===== src/rtl/ship_pkg.sv =====
// Shared types and constants for the ship heading controller: rotation FSM
// states and the 16-step sine table behind the optional SHIP_HEADING_VEC_EN vector.
package ship_pkg;

    localparam int ANGLE_W    = 4;
    localparam int NUM_ANGLES = 16;

    typedef enum logic [1:0] {
        ST_IDLE   = 2'd0,
        ST_DELAY  = 2'd1,
        ST_REPEAT = 2'd2
    } heading_state_e;

    // 127 * sin(idx * 22.5 deg), rounded
    function automatic logic signed [7:0] heading_sin(input logic [ANGLE_W-1:0] idx);
        logic signed [7:0] val;
        case (idx)
            4'd0:    val = 8'sd0;
            4'd1:    val = 8'sd49;
            4'd2:    val = 8'sd90;
            4'd3:    val = 8'sd117;
            4'd4:    val = 8'sd127;
            4'd5:    val = 8'sd117;
            4'd6:    val = 8'sd90;
            4'd7:    val = 8'sd49;
            4'd8:    val = 8'sd0;
            4'd9:    val = -8'sd49;
            4'd10:   val = -8'sd90;
            4'd11:   val = -8'sd117;
            4'd12:   val = -8'sd127;
            4'd13:   val = -8'sd117;
            4'd14:   val = -8'sd90;
            4'd15:   val = -8'sd49;
            default: val = 8'sd0;
        endcase
        return val;
    endfunction

    function automatic logic signed [7:0] heading_cos(input logic [ANGLE_W-1:0] idx);
        logic [ANGLE_W-1:0] shifted;
        shifted = idx + 4'd4;
        return heading_sin(shifted);
    endfunction

endpackage


===== src/rtl/heading_vec_lut.sv =====
// Combinational angle -> (dx, dy) heading lookup, used when SHIP_HEADING_VEC_EN is defined.
// Angle 4 points up the screen (dy negative), angles advance clockwise.
module heading_vec_lut
    import ship_pkg::*;
(
    input  logic [ANGLE_W-1:0] angle_i,
    output logic signed [7:0]  dx_o,
    output logic signed [7:0]  dy_o
);

    // Heading is the negated (cos, sin) pair so angle 0 faces left and angle 4 faces up
    always_comb begin
        dx_o = -heading_cos(angle_i);
        dy_o = -heading_sin(angle_i);
    end

endmodule


===== src/rtl/ship_heading_ctrl.sv =====
// Ship sprite angle controller: frame-tick sampled rotate buttons with hold auto-repeat.
// Define SHIP_HEADING_VEC_EN to also register a signed (dx, dy) heading vector.
module ship_heading_ctrl
    import ship_pkg::*;
#(
    parameter int unsigned REPEAT_DELAY = 12,
    parameter int unsigned REPEAT_RATE  = 4,
    parameter int unsigned INIT_ANGLE   = 4
) (
    input  logic               clk,
    input  logic               rst_n,
    input  logic               frame_tick,
    input  logic               btn_left,
    input  logic               btn_right,
    input  logic               lock,
    output logic [ANGLE_W-1:0] angle,
    output logic               angle_upd,
    output logic signed [7:0]  dx,
    output logic signed [7:0]  dy
);

    localparam logic [7:0]         DELAY_LOAD = 8'(REPEAT_DELAY - 1);
    localparam logic [7:0]         RATE_LOAD  = 8'(REPEAT_RATE - 1);
    localparam logic [ANGLE_W-1:0] INIT_ANG   = 4'(INIT_ANGLE);

    heading_state_e     state_q, state_d;
    logic               held_right_q, held_right_d;
    logic [7:0]         cnt_q, cnt_d;
    logic [ANGLE_W-1:0] angle_q, angle_d;
    logic               upd_q, upd_d;

    logic dir_right_s, dir_left_s, dir_any_s, step_s, step_right_s;

    assign dir_right_s = btn_right & ~btn_left;
    assign dir_left_s  = btn_left & ~btn_right;
    assign dir_any_s   = dir_right_s | dir_left_s;

    // Rotation FSM: decides at each frame tick whether a step happens and in which direction
    always_comb begin
        state_d      = state_q;
        held_right_d = held_right_q;
        cnt_d        = cnt_q;
        step_s       = 1'b0;
        step_right_s = 1'b0;
        if (frame_tick) begin
            if (lock || !dir_any_s) begin
                state_d = ST_IDLE;
                cnt_d   = 8'd0;
            end else begin
                case (state_q)
                    ST_IDLE: begin
                        step_s       = 1'b1;
                        step_right_s = dir_right_s;
                        held_right_d = dir_right_s;
                        cnt_d        = DELAY_LOAD;
                        state_d      = ST_DELAY;
                    end
                    ST_DELAY, ST_REPEAT: begin
                        // A direction reversal counts as a fresh press
                        if (dir_right_s != held_right_q) begin
                            step_s       = 1'b1;
                            step_right_s = dir_right_s;
                            held_right_d = dir_right_s;
                            cnt_d        = DELAY_LOAD;
                            state_d      = ST_DELAY;
                        end else if (cnt_q == 8'd0) begin
                            step_s       = 1'b1;
                            step_right_s = held_right_q;
                            cnt_d        = RATE_LOAD;
                            state_d      = ST_REPEAT;
                        end else begin
                            cnt_d = cnt_q - 8'd1;
                        end
                    end
                    default: begin
                        state_d = ST_IDLE;
                        cnt_d   = 8'd0;
                    end
                endcase
            end
        end else begin
            state_d = state_q;
        end
    end

    // Next angle and the one-cycle change pulse
    always_comb begin
        angle_d = angle_q;
        upd_d   = step_s;
        if (step_s) begin
            if (step_right_s) begin
                angle_d = angle_q + 4'd1;
            end else begin
                angle_d = angle_q - 4'd1;
            end
        end else begin
            angle_d = angle_q;
        end
    end

    // Controller state registers
    always_ff @(posedge clk or negedge rst_n) begin
        if (!rst_n) begin
            state_q      <= ST_IDLE;
            held_right_q <= 1'b0;
            cnt_q        <= 8'd0;
            angle_q      <= INIT_ANG;
            upd_q        <= 1'b0;
        end else begin
            state_q      <= state_d;
            held_right_q <= held_right_d;
            cnt_q        <= cnt_d;
            angle_q      <= angle_d;
            upd_q        <= upd_d;
        end
    end

    assign angle     = angle_q;
    assign angle_upd = upd_q;

`ifdef SHIP_HEADING_VEC_EN
    logic signed [7:0] dx_q, dx_d, dy_q, dy_d, lut_dx_s, lut_dy_s;

    heading_vec_lut u_vec_lut (
        .angle_i (angle_d),
        .dx_o    (lut_dx_s),
        .dy_o    (lut_dy_s)
    );

    // Vector reloads on every tick so it becomes valid after the first tick out of reset
    always_comb begin
        dx_d = dx_q;
        dy_d = dy_q;
        if (frame_tick) begin
            dx_d = lut_dx_s;
            dy_d = lut_dy_s;
        end else begin
            dx_d = dx_q;
            dy_d = dy_q;
        end
    end

    // Heading vector registers
    always_ff @(posedge clk or negedge rst_n) begin
        if (!rst_n) begin
            dx_q <= 8'sd0;
            dy_q <= 8'sd0;
        end else begin
            dx_q <= dx_d;
            dy_q <= dy_d;
        end
    end

    assign dx = dx_q;
    assign dy = dy_q;
`else
    assign dx = 8'sd0;
    assign dy = 8'sd0;
`endif

endmodule


===== config.mk =====
export PLATFORM = sky130hd
export DESIGN_NAME = ship_heading_ctrl
export DESIGN_NICKNAME = d
export VERILOG_FILES = /design/src/rtl/ship_pkg.sv /design/src/rtl/heading_vec_lut.sv /design/src/rtl/ship_heading_ctrl.sv
export SDC_FILE = /design/constraint.sdc
export NUM_CORES = 1
export LEC_CHECK = 0
export CELL_PAD_IN_SITES_DETAIL_PLACEMENT = 0
export CELL_PAD_IN_SITES_GLOBAL_PLACEMENT = 1
export CORE_UTILIZATION = 30
export DETAILED_ROUTE_END_ITERATION = 16
export PLACE_DENSITY = 0.73
export SLEW_MARGIN = 20
export SYNTH_ARGS = -nofsm -noshare
export SYNTH_HDL_FRONTEND = slang
export SYNTH_SLANG_ARGS = --single-unit

===== constraint.sdc =====
create_clock -name clk -period 3.7 [get_ports clk]
set_input_delay 0.74 -clock clk [delete_from_list [all_inputs] [get_ports clk]]
set_output_delay 0.74 -clock clk [all_outputs]
set_load 0.01 [all_outputs]

* Word-level counts from Yosys, hierarchy flattened
Cells that the tools add are included.
** Operators by class
- $add $sub $neg :: 3
- Multiply operators :: 0
- Divide/modulo/power cells :: 0
- Magnitude comparators :: 0
- Equal/unequal tests :: 5
- Shift-type cells :: 0
- Muxes and demuxes :: 21
- Bitwise logic cells :: 6
- Reductions and logical operators :: 8
** Operators by type and width (count)
- 2-to-1 mux 8 bit :: 3
- case mux 8 bit (2 select lines) :: 1
- 2-to-1 mux 1 bit :: 9
- logical NOT 8 bit :: 1
- subtractor 8 x 1 -> 8 bit, second input constant :: 1
- 2-to-1 mux 2 bit :: 3
- case mux 1 bit (2 select lines) :: 3
- adder 4 x 1 -> 4 bit, second input constant :: 1
- 2-to-1 mux 4 bit :: 1
- != test 4 bit, second input constant :: 1
- case mux 2 bit (2 select lines) :: 1
- AND reduction 4 bit :: 1
- subtractor 4 x 1 -> 4 bit, second input constant :: 1
- NOT 1 bit :: 3
- AND 1 bit :: 2
- equality test 2 x 1 -> 1 bit, second input constant :: 1
- equality test 2 bit, second input constant :: 1
- logical NOT 2 bit :: 1
- != test 2 bit, second input constant :: 1
- AND reduction 2 bit :: 1
- nonzero test 2 bit :: 1
- OR reduction 2 bit :: 1
- logical NOT 1 bit :: 1
- logical OR 1 bit :: 1
- other kinds (2) :: 2
** Word-level totals
- Bits in registers :: 16
- Latch bits :: 0
- Memory bits (writable) :: 0
- Memory bits (read-only) :: 0
- Output and inout bits :: 21
- Memories :: 0

* Depth between registers and ports, before layout
- Depth in word-level cells :: 8
- Depth in mapped cells :: 11
- Gate-level depth less buffers :: 11

* Least setup slack after synthesis
OpenSTA, ideal clock, no wires.
- Path kind :: input port to flip-flop
- Start :: in btn_left
- End :: reg angle_q[3] (netlist: angle[3])
- Setup time :: 0.124 ns
- Arrival time :: 2.795 ns
- Data required time :: 3.576 ns
- Setup slack :: 0.781 ns
- Cell stages on the path :: 11
- Path buffers :: 0
- Path through :: inv_1 > ha_1 > nor3_1 > nand2_1 > or3_1 > ha_1 > a21o_1 > a21oi_1 > o21a_1 > o21ai_2 > xnor2_1
** Between the ends
- Longest elaborated chain between the ends :: 8
- Elaborated cells on any way between the ends :: 16
- Those cells by class :: eq/ne: 1; mux: 9; bitwise: 4; reduce/logical: 2
** RTL lines
- start: declaration :: RTL line ship_heading_ctrl.sv:13 : input logic btn_left,
- NOT 1 bit :: RTL line ship_heading_ctrl.sv:34 : assign dir_right_s = btn_right & ~btn_left;
- AND 1 bit :: RTL line ship_heading_ctrl.sv:34
- != test 1 bit or OR 1 bit (tied branches) :: RTL line ship_heading_ctrl.sv:60, ship_heading_ctrl.sv:36
- 2-to-1 mux 1 bit or logical NOT 1 bit (tied branches) :: RTL line ship_heading_ctrl.sv:60, ship_heading_ctrl.sv:46
- case mux 1 bit (2 select lines) or logical OR 1 bit (tied branches) :: RTL line ship_heading_ctrl.sv:50, ship_heading_ctrl.sv:46
- 2-to-1 mux 1 bit :: RTL line ship_heading_ctrl.sv:46 : if (lock || !dir_any_s) begin
- 2-to-1 mux 1 bit :: RTL line ship_heading_ctrl.sv:45 : if (frame_tick) begin
- 2-to-1 mux 4 bit :: RTL line ship_heading_ctrl.sv:91 : if (step_right_s) begin
- end signal: assignment :: RTL line ship_heading_ctrl.sv:113 : angle_q <= angle_d;
- end: declaration :: RTL line ship_heading_ctrl.sv:29 : logic [ANGLE_W-1:0] angle_q, angle_d;
Several ways; a longest one is shown, not always the timed one.
A chain may end at the register's enable or synchronous reset.

* Worst setup path in the final report
Same ends and word-level chain as after synthesis.

==> metrics.md <==
| Metric | Value |
|---|---|
| Detailed-route vias per instance | `4.27` |
| Final instance area | `1220 sq um` |
| Placed Instances | `~170` |
| Final worst slack | `roughly 0.53 ns` |
| Hold Buf Count CTS | `0` |
| Die X | `approximately 62 microns` |
| Nets | `between 100 and 150` |
| Clock root buffer master | `clkbuf_4` |
| Die Area | `about 3900 sq um` |
| Core footprint | `around 3400 sq um` |
| Psw | `288 uW` |
| Measured slew at the worst slew-check pin | `between 0.7 and 0.8 ns` |
| Placed inst area | `approximately 1200 sq um` |
| ANT cells | `0` |
| Period minus WS final | `about 3.2 ns` |
| Post-synthesis simple-gate area fraction | `0.164` |
| Total gr overflow | `0` |
| Clk_lat worst skew | `0.28 ns` |
| Total CTS buffers | `3` |
| Worst slew margin | `0.524` |
| Die Y | `62.1 microns` |
| Antenna violations before repair | `0` |
| Hold crit path type | `flop to flop` |
| Worst slack, placed | `0.217 ns` |
| Area share of fa/ha/maj cells after synthesis | `0.0994` |
| Register area | `roughly 400 sq um` |
| Seq cells post-synth | `16` |
| CTS Buffer Depth | `2` |
| Avg Inst Size Synth | `about 10 sq um` |
| # Post-CTS Setup Buffers | `0` |
| P_leak | `between 0.5 and 0.6 nW` |
| Top Ports | `27` |
| R2R Path End | `angle[3]` |
| Hold Fails Final Rpt | `0` |
| Fillers | `~340` |
| Drc violations | `0` |
| Max cap viols | `0` |
| Worst-path maximum fanout | `3` |
| Hold Slack | `between 0.4 and 0.5 ns` |
| P per Cell Area | `619 nW/um^2` |
| R2r startpoint | `cnt_q[0]` |
| Post-Syn Area | `around 1100 sq um` |
| Final Total Pwr | `between 700 and 800 uW` |
| GRT Util Overall | `0.115` |
| Logic pwr share | `0.461` |
| Hpwl dp | `1440 microns` |
| First-pass GRT wire length | `roughly 3200 microns` |
| Crit. End Element | `flop` |
| Internal power | `about 470 uW` |
| Global placer's final weighted congestion | `between 0.8 and 0.9` |
| Number of port buffers | `10` |
| Peak Freq | `~320 MHz` |
| Vias | `731` |
| Area occupied by multi-input gates | `a little under 600 sq um` |
| Worst VDD drop | `~0.00032 V` |
| Clk pin slew, worst setup/hold paths | `around 0.09 ns` |
| Flop pwr share | `0.388` |
| Synth warnings | `0` |
| Post-Route Setup TNS | `0 ns` |
| CTS tree | `done` |
| CP arrival | `3.35 ns` |
| Main combinational cell family by area after synthesis | `simple AND/OR/NAND/NOR gates` |
| Initial DRC Count | `15` |
| Critical setup path kind | `input pin to flop` |
| Final Cycle Share | `0.857` |
| Finished Layout Cells | `between 150 and 200` |
| Clk pwr share | `0.150` |
| Complex-gate fraction of the synthesized area | `0.129` |
| Status | `completed` |
| Per-cell routed wire length | `about 11 microns` |
| # rows | `21` |
| DRT antenna net count | `0` |
| Cell variety after synth | `33` |
| Pins over their slew limit | `0` |
| Min-delay src | `angle[3]` |
| H-tree depth | `1` |
| Largest net degree at the start of global routing | `17` |
| Sw Share | `0.382` |
| RSZ-0062 raised after global routing | `no` |
| Worst EP required | `3.88 ns` |
| Initial Utilization | `0.319` |
| Mapped Cells | `roughly 110` |
| FF-to-FF setup slack | `approximately 0.97 ns` |
| Pre-Repair DR Iteration Count | `4` |
| Cts repair resizes | `0` |
| Xor and xnor area share after synthesis | `0.0728` |
| WHS Endpoint | `angle[3]` |
| Sequential area share after synthesis | `0.371` |
| Layout Area Growth over Synthesis | `12.7%` |
| CTS sink count | `16` |
| Mux share of post-synthesis cell area | `0.0139` |
| Final core utilization | `0.360` |
| Worst r2r path cells | `11` |
| WHS Path Cells | `1` |
| CP startpoint kind | `input pin` |
| WL final | `~1800 microns` |
| Endpoints failing setup | `0` |
| Final Skew | `~0.003 ns` |
| Vias in the first global route | `~700` |
| Layout cells sized above 1 | `0.104` |
how the worst max path moves through the flow:
stage / startpoint / to
final: btn_left / angle[3]
after global routing: btn_left / angle[3]
after CTS: btn_left / angle[3]
after detailed placement: btn_left / angle[3]
after global placement: btn_left / angle[3]
after floorplan: btn_left / angle[3]
cells by family (layout without fill, tap and decap cells):
group                      Yosys count  after routing
other                                1             16
buffers and inverters               25             24
DFF                                 16             16
xor gates and xnor gates             9              9
adders and majority gates            8              8
and+or+nand+nor                     32             32
AOI/OAI and AO/OA                   19             19
muxes                                1              1
power groups by stage:
stage / Clock (mW) / Sequential (mW) / Combinational [mW]
after floorplan: 0 / 0.297 / 0.247
after global placement: 0 / 0.294 / 0.337
after detailed placement: 0 / 0.297 / 0.350
after global routing: 0.129 / 0.303 / 0.393
final: 0.113 / 0.293 / 0.348
after CTS: 0.121 / 0.295 / 0.352
Yosys cell counts:
cell type	count	area share
conb_1	1	0.0035
nor4_1	1	0.0058
xnor2_1	4	0.032
and2_1	1	0.0058
nand3_1	1	0.0046
a21oi_1	5	0.023
nand2_1	7	0.024
dfrtp_1	15	0.35
a21o_1	1	0.0069
a211o_1	1	0.0081
fa_1	1	0.018
a311oi_1	1	0.0081
nor3_1	5	0.023
ha_1	7	0.081
o2bb2ai_1	1	0.0081
o41a_1	1	0.010
a21oi_4	1	0.015
xor2_1	5	0.040
nor4b_4	1	0.022
nor2_1	9	0.031
o21ai_2	1	0.0081
o21a_1	1	0.0069
nor3_2	1	0.0092
o21ai_0	4	0.018
nand3_2	1	0.0092
or3_1	2	0.012
buf_4	17	0.12
dfstp_2	1	0.024
nand2b_1	2	0.012
mux2_4	1	0.014
inv_1	8	0.028
o31a_1	2	0.016
nor2b_1	1	0.0058
routing by layer:
layer / vias to the layer above / wire length [microns] / global-route usage
met5: - / 0 / 0
met4: 0 / 0 / 0.0190
met3: 0 / 70 / 0.0435
met2: 14 / 888 / 0.188
met1: 350 / 882 / 0.147
li1: 367 / - / -
final cells by class:
cell class / instances / area share
Timing Repair Buffer: 12 / 0.0944
Inverter: 8 / 0.0246
Sequential cell: 16 / 0.329
Tap cell: 46 / 0.0472
Multi-Input combinational cell: 85 / 0.475
Clock buffer: 4 / 0.0297
critical path, stage by stage:
cell and delay [ns]:
clkdlybuf4s50_1 0.45, inv_1 0.04, ha_1 0.29, nor3_1 0.29, nand2_1 0.13, or3_1 0.39
ha_1 0.30, a21o_1 0.15, a21oi_1 0.20, o21a_1 0.16, o21ai_2 0.06, xnor2_1 0.13
cells in the final DEF, fill, tap and decap left out, types with 2 or more instances in the layout:
cell	synthesis	final
ha_1	7	7
o31a_1	2	2
xor2_1	5	5
clkbuf_4	0	3
a21oi_1	5	5
nand2_1	7	7
nor3_1	5	5
o21ai_0	4	4
conb_1	1	16
nor2_1	9	9
inv_1	8	8
dfrtp_1	15	15
nand2b_1	2	2
buf_4	17	2
clkdlybuf4s50_1	0	10
xnor2_1	4	4
or3_1	2	2
registers in the layout, indices dropped and copies added, names as in the netlist:
name and flops:
angle 4, angle_upd 1, cnt_q 8, held_right_q 1, state_q 2
No activity file was read; power rests on OpenSTA's default activity.
==> patch, RTL diff (same settings) <==
`ANGLE_W`: 4 -> 3.
--- a/src/rtl/ship_pkg.sv
+++ b/src/rtl/ship_pkg.sv
@@ -4,3 +4,3 @@
 
-    localparam int ANGLE_W    = 4;
+    localparam int ANGLE_W    = 3;
     localparam int NUM_ANGLES = 16;
Ports: changed (resized angle); port bits go from 27 to 26. No check against the original RTL was run, so the function may have changed too.
==> patch against the original RTL <==
- global-route usage decreased by 0.21 points
- final cell count shrank 7.0%
- sequential cell count is 1 lower
- clock power fell by 13%
- routed wire length decreased by 7.4%
- cell area shrank 9.4%
- combinational power shrank 35%
- count of clock-buffer cells in the layout unchanged
- area after synthesis decreased by 9.2%
- worst setup slack better by 61 ps
- power decreased by 23%
- register-to-register slack got worse by 30 ps
- maximum frequency up 2.0%
- via count shrank 8.3%
- critical endpoint is now angle[2]
- highest routed layer is now met4
==> patch: results <==
metrics = {
    "pwr": {
        "combPwrFrac_pct": 38.8,
        "leakage_nw": 0.524,
        "sw_frac_of_total_pct": 36.8,
        "powerClk_mw": 0.0980,
        "ir_worst_vdd_v": 0.000157,
    },
    "synth": {
        "synth_cell_types": 34,
        "synth_adder_area_share_pct": 8.41,
        "ys_seq_area_share_pct": 38.3,
        "synthTopCellsByCount": "17 x buf_4, 14 x dfrtp_1, 11 x nor2_1",
        "synth_compound_area_share_pct": 10.8,
        "yosys-top-cells-area": "dfrtp_1 36%, buf_4 13%, ha_1 6.4%",
        "synthXorXnorAreaFrac_pct": 7.13,
        "muxShareOfSynthArea_pct": 1.15,
    },
    "global_route": {
        "globalRouteMet3Util_pct": 1.31,
        "grt_pass1_wl_mm": 2.86,
        "grt_pass1_vias": 667,
        "met1_usage_pct": 13.5,
        "grt_usage_pct": 11.3,
        "grt_use_met2_pct": 18.6,
        "grt_max_degree": 16,
    },
    "sta": {
        "slew_headroom_pct": 54.2,
        "worst_clock_skew_ps": 4.51,
    },
    "route": {
        "routedWlPerCell_um": 10.7,
        "highest_layer": "met4",
        "drt_first_pass_iters": 7,
        "drt_iter0_markers": 23,
        "met1Wirelength_um": 791,
        "via_per_inst": 4.21,
        "wl_met3_um": 51,
        "dr_wl_met2_um": 828,
    },
    "clock_tree": {
        "clk_pin_slew_ps": 90,
        "cts_resized": 0,
    },
    "placement": {
        "gp_congestion": 0.756,
        "dp_hpwl_mm": 1.34,
        "io_buffers": 9,
    },
    "hold_path": {
        "holdCritStartpoint": "angle[2]",
        "hp-class": "register to register",
    },
    "final_layout": {
        "drive_gt1_share_pct": 13.9,
        "regMostFlops": "cnt_q",
        "n_fill_cell": 316,
        "final_nets": 128,
    },
    "run_status": {
        "outcome": "completed",
    },
    "setup_path": {
        "worst-endpoint-arrival_ps": 3340,
    },
}
[patch: final timing paths]
| check | depth (start not counted) | slack (ps) | end |
|---|---|---|---|
| setup / recovery | 10 | 590 | angle[2] |
| hold / removal | 1 | 500 | angle[2] |
| setup reg to reg | 9 | 940 | angle[2] |
| hold reg to reg | 1 | 500 | angle[2] |
| max in group asynchronous | 1 | 2410 | cnt_q[6] |
| min in group asynchronous | 1 | 850 | angle[1] |
[patch: cell type report]
type                    count  area (um2)  area share, %
multi-input cells          78         512           46.3
flip-flops and latches     15         377           34.1
clock buffers               4        26.3           2.38
inverters                   6        22.5           2.04
repair buffers             12         113           10.2
well taps                  44        55.1           4.98
[patch: stage by stage]
step           hold slack [ps]  setup slack [ps]  instances  power (mW)  instance area, um2
4_1_cts                    504               593        159       0.593                1100
5_1_grt                    529               395        159       0.633                1100
6_report                   498               591        159       0.584                1100
3_5_place_dp               491               283        155       0.490                1080
2_1_floorplan              444               793        116       0.420                1040
3_3_place_gp               476               302        155       0.480                1080
